--- src/rtl/fifo_sync_param.sv ---
`default_nettype none
// +----------------------------------------------------------------------------+
// | fifo_sync_param                                                            |
// | Parametrised single-clock FIFO with occupancy count, threshold flags,      |
// | sticky overflow/underflow errors, synchronous flush and read-valid strobe. |
// | Revision: 1.0                                                              |
// +----------------------------------------------------------------------------+
module fifo_sync_param #(
  parameter int DATA_W   = 8,
  parameter int ADDR_W   = 3,
  parameter int AF_LEVEL = 6,
  parameter int AE_LEVEL = 1
) (
  input  logic              clk,
  input  logic              reset_n,
  input  logic              en,
  input  logic              clear,
  input  logic              write,
  input  logic [DATA_W-1:0] data_in,
  input  logic              read,
  output logic [DATA_W-1:0] data_out,
  output logic              data_valid,
  output logic              empty,
  output logic              full,
  output logic              almost_full,
  output logic              almost_empty,
  output logic [ADDR_W:0]   count,
  output logic              overflow,
  output logic              underflow
);

  localparam int            c_DEPTH     = 1 << ADDR_W;
  localparam logic [ADDR_W:0] c_DEPTH_CNT = (ADDR_W+1)'(c_DEPTH);
  localparam logic [ADDR_W:0] c_AF_CNT    = (ADDR_W+1)'(AF_LEVEL);
  localparam logic [ADDR_W:0] c_AE_CNT    = (ADDR_W+1)'(AE_LEVEL);
  localparam logic [ADDR_W:0] c_ONE       = (ADDR_W+1)'(1);

  logic [DATA_W-1:0] r_mem [c_DEPTH];
  logic [ADDR_W-1:0] r_wr_ptr;
  logic [ADDR_W-1:0] r_rd_ptr;
  logic [ADDR_W:0]   r_count;
  logic [DATA_W-1:0] r_data_out;
  logic              r_data_valid;
  logic              r_overflow;
  logic              r_underflow;

  logic w_full;
  logic w_empty;
  logic w_active;
  logic w_wr_acc;
  logic w_rd_acc;

  assign w_full   = (r_count == c_DEPTH_CNT);
  assign w_empty  = (r_count == '0);
  // Flush takes priority: nothing is accepted in a clear cycle.
  assign w_active = en & ~clear;
  assign w_wr_acc = w_active & write & ~w_full;
  assign w_rd_acc = w_active & read & ~w_empty;

  always_ff @(posedge clk) begin
    if (w_wr_acc) begin
      r_mem[r_wr_ptr] <= data_in;
    end
  end

  always_ff @(posedge clk or negedge reset_n) begin
    if (!reset_n) begin
      r_wr_ptr     <= '0;
      r_rd_ptr     <= '0;
      r_count      <= '0;
      r_data_out   <= '0;
      r_data_valid <= 1'b0;
      r_overflow   <= 1'b0;
      r_underflow  <= 1'b0;
    end else if (clear) begin
      r_wr_ptr     <= '0;
      r_rd_ptr     <= '0;
      r_count      <= '0;
      r_data_valid <= 1'b0;
      r_overflow   <= 1'b0;
      r_underflow  <= 1'b0;
    end else if (en) begin
      r_data_valid <= w_rd_acc;
      if (w_wr_acc) begin
        r_wr_ptr <= r_wr_ptr + 1'b1;
      end
      if (w_rd_acc) begin
        r_data_out <= r_mem[r_rd_ptr];
        r_rd_ptr   <= r_rd_ptr + 1'b1;
      end
      case ({w_wr_acc, w_rd_acc})
        2'b10:   r_count <= r_count + c_ONE;
        2'b01:   r_count <= r_count - c_ONE;
        default: r_count <= r_count;
      endcase
      if (write && w_full) begin
        r_overflow <= 1'b1;
      end
      if (read && w_empty) begin
        r_underflow <= 1'b1;
      end
    end else begin
      r_data_valid <= 1'b0;
    end
  end

  assign data_out     = r_data_out;
  assign data_valid   = r_data_valid;
  assign empty        = w_empty;
  assign full         = w_full;
  assign almost_full  = (r_count >= c_AF_CNT);
  assign almost_empty = (r_count <= c_AE_CNT);
  assign count        = r_count;
  assign overflow     = r_overflow;
  assign underflow    = r_underflow;

endmodule
`default_nettype wire

--- config.mk ---
export PLATFORM = sky130hd
export DESIGN_NAME = fifo_sync_param
export DESIGN_NICKNAME = d
export VERILOG_FILES = /design/src/rtl/fifo_sync_param.sv
export SDC_FILE = /design/constraint.sdc
export NUM_CORES = 1
export LEC_CHECK = 0
export ABC_AREA = 1
export BUFFER_PORTS_ARGS = -buffer_cell sky130_fd_sc_hd__buf_2
export CAP_MARGIN = 10
export CORE_MARGIN = 4
export CORE_UTILIZATION = 30
export DETAILED_ROUTE_END_ITERATION = 8
export PLACE_DENSITY = 0.51
export SYNTH_ARGS = -nofsm -noshare
export SYNTH_HDL_FRONTEND = slang
export SYNTH_SLANG_ARGS = --single-unit
--- constraint.sdc ---
create_clock -name clk -period 1.8 [get_ports clk]
set_input_delay 0.18 -clock clk [delete_from_list [all_inputs] [get_ports clk]]
set_output_delay 0.18 -clock clk [all_outputs]
set_load 0.03 [all_outputs]
After elaboration in Yosys (flattened, before gate mapping)

Memories as Yosys holds them, arrays and structs flattened. A register that Yosys moved wholly into a read port is not among the register bits.
Cells that the tools add are included.

Register bits: 13
Output and inout port bits: 19
Memories kept: 1
Logic and storage cells: 59
Input bits: 14
Bits in writable memories: 64

Equality and inequality tests: 3
Order comparisons: 2
Multiplexer cells: 19
Bitwise operators: 8
$add $sub $neg: 4
Reduce and logical (&&, ||, !) cells: 16

Memory list:

| name  | words | bits a word | read ports | clocked after Yosys merged registers in | wr ports | RTL line | text |
|---|---|---|---|---|---|---|---|
| r_mem | 8     | 8           | 1          | 1                                       | 1        | 38       | `logic [DATA_W-1:0] r_mem [c_DEPTH];` |

Operators with widths:

| cell                | count |
|---|---|
| $mux 3              | 6 |
| $mux 1              | 10 |
| $reduce_and 2->1    | 5 |
| $reduce_bool 2->1   | 5 |
| $mux 4              | 2 |
| $pmux 4 s2          | 1 |
| $add 3x1->3 const B | 2 |
| $and 1x1->1         | 5 |
| $add 4x1->4 const B | 1 |
| $eq 4x4->1 const B  | 1 |
| $ge 4x3->1 const B  | 1 |
| $le 4x1->1 const B  | 1 |
| $logic_not 4->1     | 1 |
| $sub 4x1->4 const B | 1 |
| $not 1->1           | 3 |
| $reduce_and 3->1    | 1 |
| $reduce_bool 3->1   | 1 |
| $eq 2x1->1 const B  | 1 |
| $eq 2x2->1 const B  | 1 |
| $logic_and 1x1->1   | 2 |
| $logic_not 1->1     | 1 |

Logic depth before layout (Yosys ltp)

Depth in word-level cells: 8
Mapped depth: 11
Gate-level depth less buffers: 11

Least setup slack after synthesis

Ideal clock, no wire load.

Path kind: register to register
Start point: register r_count[0], in the netlist count[0]
End point: memory r_mem[0][0] (enable)
Cell stages (with the launch flop): 8
Path buffers: 0
Data arrival time: 1,774 ps
Clock period less this slack: 2,145 ps
Slack: -345 ps
Library setup time: 370 ps
Required time: 1,430 ps
Path through: dfrtp_1 > inv_1 > ha_1 > nand3_2 > nand2_4 > inv_2 > nand2_1 > nor2_1

Word-level cells in the longest chain between the ends: 5

RTL lines:

| item                         | RTL line | text |
|---|---|---|
| start, declared              | 41       | `logic [ADDR_W:0] r_count;` |
| start signal, assigned       | 92       | `2'b10: r_count <= r_count + c_ONE;` |
| start signal, assigned       | 93       | `2'b01: r_count <= r_count - c_ONE;` |
| start signal, assigned       | 94       | `default: r_count <= r_count;` |
| $eq 4x4->1                   | 53       | `assign w_full = (r_count == c_DEPTH_CNT);` |
| $not 1->1                    | 57       | `assign w_wr_acc = w_active & write & ~w_full;` |
| $and 1x1->1                  | 57       |  |
| $mux 1                       | 61       | `if (w_wr_acc) begin` |
| $mux 1 (not written as such) | 62       | `r_mem[r_wr_ptr] <= data_in;` |
| end, declared                | 38       |  |

Every way passes these cells.

Final worst setup path

Start point: register r_count[1], in the netlist count[1]
End point: memory r_mem[6][6] (enable)

The elaborated chain is that of the path after synthesis.

==> summary.txt <==
Worst setup path
  • Crit Path Max Fanout: 8
  • FF-to-FF path depth: 7
  • Worst Setup End Kind: register
  • Startpoint Class: register
  • Crit path required time: 1.82 ns
  • Arrival time at the worst endpoint: 1.70 ns
  • Setup CP Type: register to register

Clock network
  • Clock-pin slew on the worst setup and hold paths: 0.06 ns
  • Number of buffers created by CTS: 9
  • CTS Root Cell: clkbuf_16
  • Total clock sinks: 85
  • Clk_lat worst skew: 0.33 ns
  • # resized after CTS: 0
  • H-tree levels: 3
  • CTS tree: yes
  • Clock Tree Buf Depth: 2

STA
  • Final Hold Viols: 0
  • Fin crit period: 1.68 ns
  • Worst Clk Skew: 0.00659 ns
  • Tcrit/Tclk final: 0.935
  • # setup viols final: 0
  • F_max: 594 MHz
  • Worst slew pin tran: 0.548 ns
  • Hold slack: 0.139 ns
  • Max-slew headroom: 0.634
  • Final Max Tran Viols: 0
  • RSZ-0062 raised after global routing: false
  • Sum Neg Setup Slack: 0 ns

Min path
  • Worst Hold Class: input pin to register
  • Worst Hold Depth: 4

Floorplan
  • Die W: 118 um
  • Initial core utilization: 0.305
  • Die area: 14,000 sq um
  • # IOs: 33
  • # rows: 40
  • Die H: 118 um
  • Core Region: 12,000 sq um

Finish
  • Diode count: 0
  • Nets: 384
  • Fill cell count: 1,161
  • Area Growth Syn to Fin: 21.2%
  • Layout cells sized above 1: 0.247

Pwr
  • Reg power frac: 0.480
  • Total power after layout: 4.64 mW
  • Sw Share: 0.252
  • PD cells: 1050 nW/um^2
  • Internal power: 3.47 mW
  • Max rail drop VDD: 0.599 mV
  • Power share of the combinational group: 0.110
  • Net Sw Power: 1.17 mW
  • Leak pwr: 1.74 nW
  • Clock power share: 0.410

Global routing
  • Initial antenna violation count: 0
  • Largest net degree at the start of global routing: 29
  • Vias in the first global route: 2,357
  • First-pass GRT wire length: 13.0 mm
  • Total global-route track usage: 0.120
  • GR Overflow Total: 0

Logic synthesis
  • Mapped cell area: 3650 sq um
  • Count of flip-flops with a built-in enable after synthesis: 64
  • Mapped Nets: 341
  • Synth cell types: 27
  • Dominant synthesized flop cell: edfxtp_1
  • Most frequent cell after synthesis: edfxtp_1
  • Synth top cells by count: edfxtp_1, nor2_1, nand2_1
  • Synth top area share: 0.527
  • Ys async rst share: 0.247
  • Syn_area_per_cell: 11.4 sq um
  • Synth Register Bits: 85
  • Warnings from Yosys: 0
  • Sequential cell area fraction in the yosys report: 0.671
  • Yosys top cell by area: edfxtp_1
  • Mapped Cells: 321
  • Area contributors post-synth: edfxtp_1, dfrtp_1, nor2_1, nand2_1, o21ai_0

Job
  • Max Cap Violations: 0

Placed design
  • Post-DP HPWL: 5.79 mm
  • Final Wtd Congestion: 0.763
  • I/O Buffers: 32

Drt
  • Final wirelength: 8.25 mm
  • Via-to-Cell Ratio: 4.69
  • Initial DRC count: 120
  • Remaining DRCs: 0
  • Antenna Nets Post-Route: 0
  • Router iterations before antenna repair: 4
  • Via total after detailed routing: 2,419
  • Routed wire per std cell: 16.0 um

Outcome
  • Status: completed
[timing repair]
| item | 4_1_cts | 5_1_grt |
|---|---|---|
| buffers inserted | 0 | 0 |
| hold endpoints to repair | 21 | 0 |
| hold buffers | 1 | 0 |
[critical path: stages (launching register included)]
cell	delay, ns
dfrtp_2	0.35
inv_1	0.06
ha_2	0.21
nand3_2	0.12
nand2_4	0.09
inv_2	0.15
nand2_4	0.13
nor2_4	0.25
[layout make-up]
class / instances / area [sq um] / share of cell area
multi-input cells: 205 / 1120 / 0.254
well taps: 147 / 184 / 0.0416
clock inverters: 6 / 75.1 / 0.0170
inverters: 16 / 62.6 / 0.0142
flip-flops and latches: 85 / 2450 / 0.554
repair buffers: 47 / 288 / 0.0651
clock buffers: 10 / 239 / 0.0541
[power groups by stage]
| stage | logic (mW) | registers [mW] | clock network (mW) |
|---|---|---|---|
| after floorplan | 0.185 | 2.41 | 0 |
| after global placement | 0.517 | 2.27 | 0 |
| after detailed placement | 0.516 | 2.27 | 0 |
| after CTS | 0.519 | 2.23 | 1.95 |
| after global routing | 0.561 | 2.24 | 2.03 |
| final | 0.509 | 2.23 | 1.90 |
[path summary, 6_finish.rpt]
check                            startpoint           to  slack (ns)
min in group asynchronous           reset_n  data_out[1]        0.37
worst min-delay path                  clear     count[0]        0.14
worst max-delay path               count[1]  r_mem[6][6]        0.12
worst max register to register     count[1]  r_mem[6][6]        0.12
worst min register to register  data_out[4]  data_out[4]        0.47
max in group asynchronous           reset_n     count[0]        1.04
[routing by layer]
layer / part of all wire / track usage / routed length, um / vias to the layer above
met1: 0.45 / 0.154 / 3720 / 1170
met3: 0.040 / 0.0234 / 327 / 11
met4: 0.021 / 0.0535 / 174 / 0
met5: 0 / 0 / 0 / -
met2: 0.49 / 0.197 / 4020 / 45
li1: - / - / - / 1193
[metrics by stage]
stage	worst slack, ns	area, sq um	std cells	util
2_1_floorplan	0.0248	3730	321	-
3_3_place_gp	0.143	4100	499	0.342
3_5_place_dp	0.110	4100	499	0.342
4_1_cts	0.0993	4420	516	0.369
5_1_grt	0.00585	4420	516	0.369
6_report	0.117	4420	516	0.369
[flip-flops by register name, indices dropped and copies added (netlist names)]
name	cells
count	4
data_out	8
data_valid	1
overflow	1
r_mem	64
r_rd_ptr	3
r_wr_ptr	3
underflow	1
[layout by cell type, fill, tap and decap left out, drive strengths merged]
cell,instances
a21oi,3
buf,46
bufinv,1
clkbuf,10
clkinv,2
clkinvlp,1
dfrtp,21
dlygate4sd3,1
edfxtp,64
ha,6
inv,18
nand2,54
nand3,21
nand4,2
nor2,61
nor3,1
o211ai,16
o21ai,38
xnor2,2
xor2,1
[cells by family after synthesis]
family / synth area share
and+or+nand+nor: 0.169
adders and majority gates: 0.0206
AOI/OAI and AO/OA: 0.0892
xor gates and xnor gates: 0.00721
buffers and inverters: 0.0429
DFF: 0.671
Note: power is estimated with default switching activity, not from simulation.
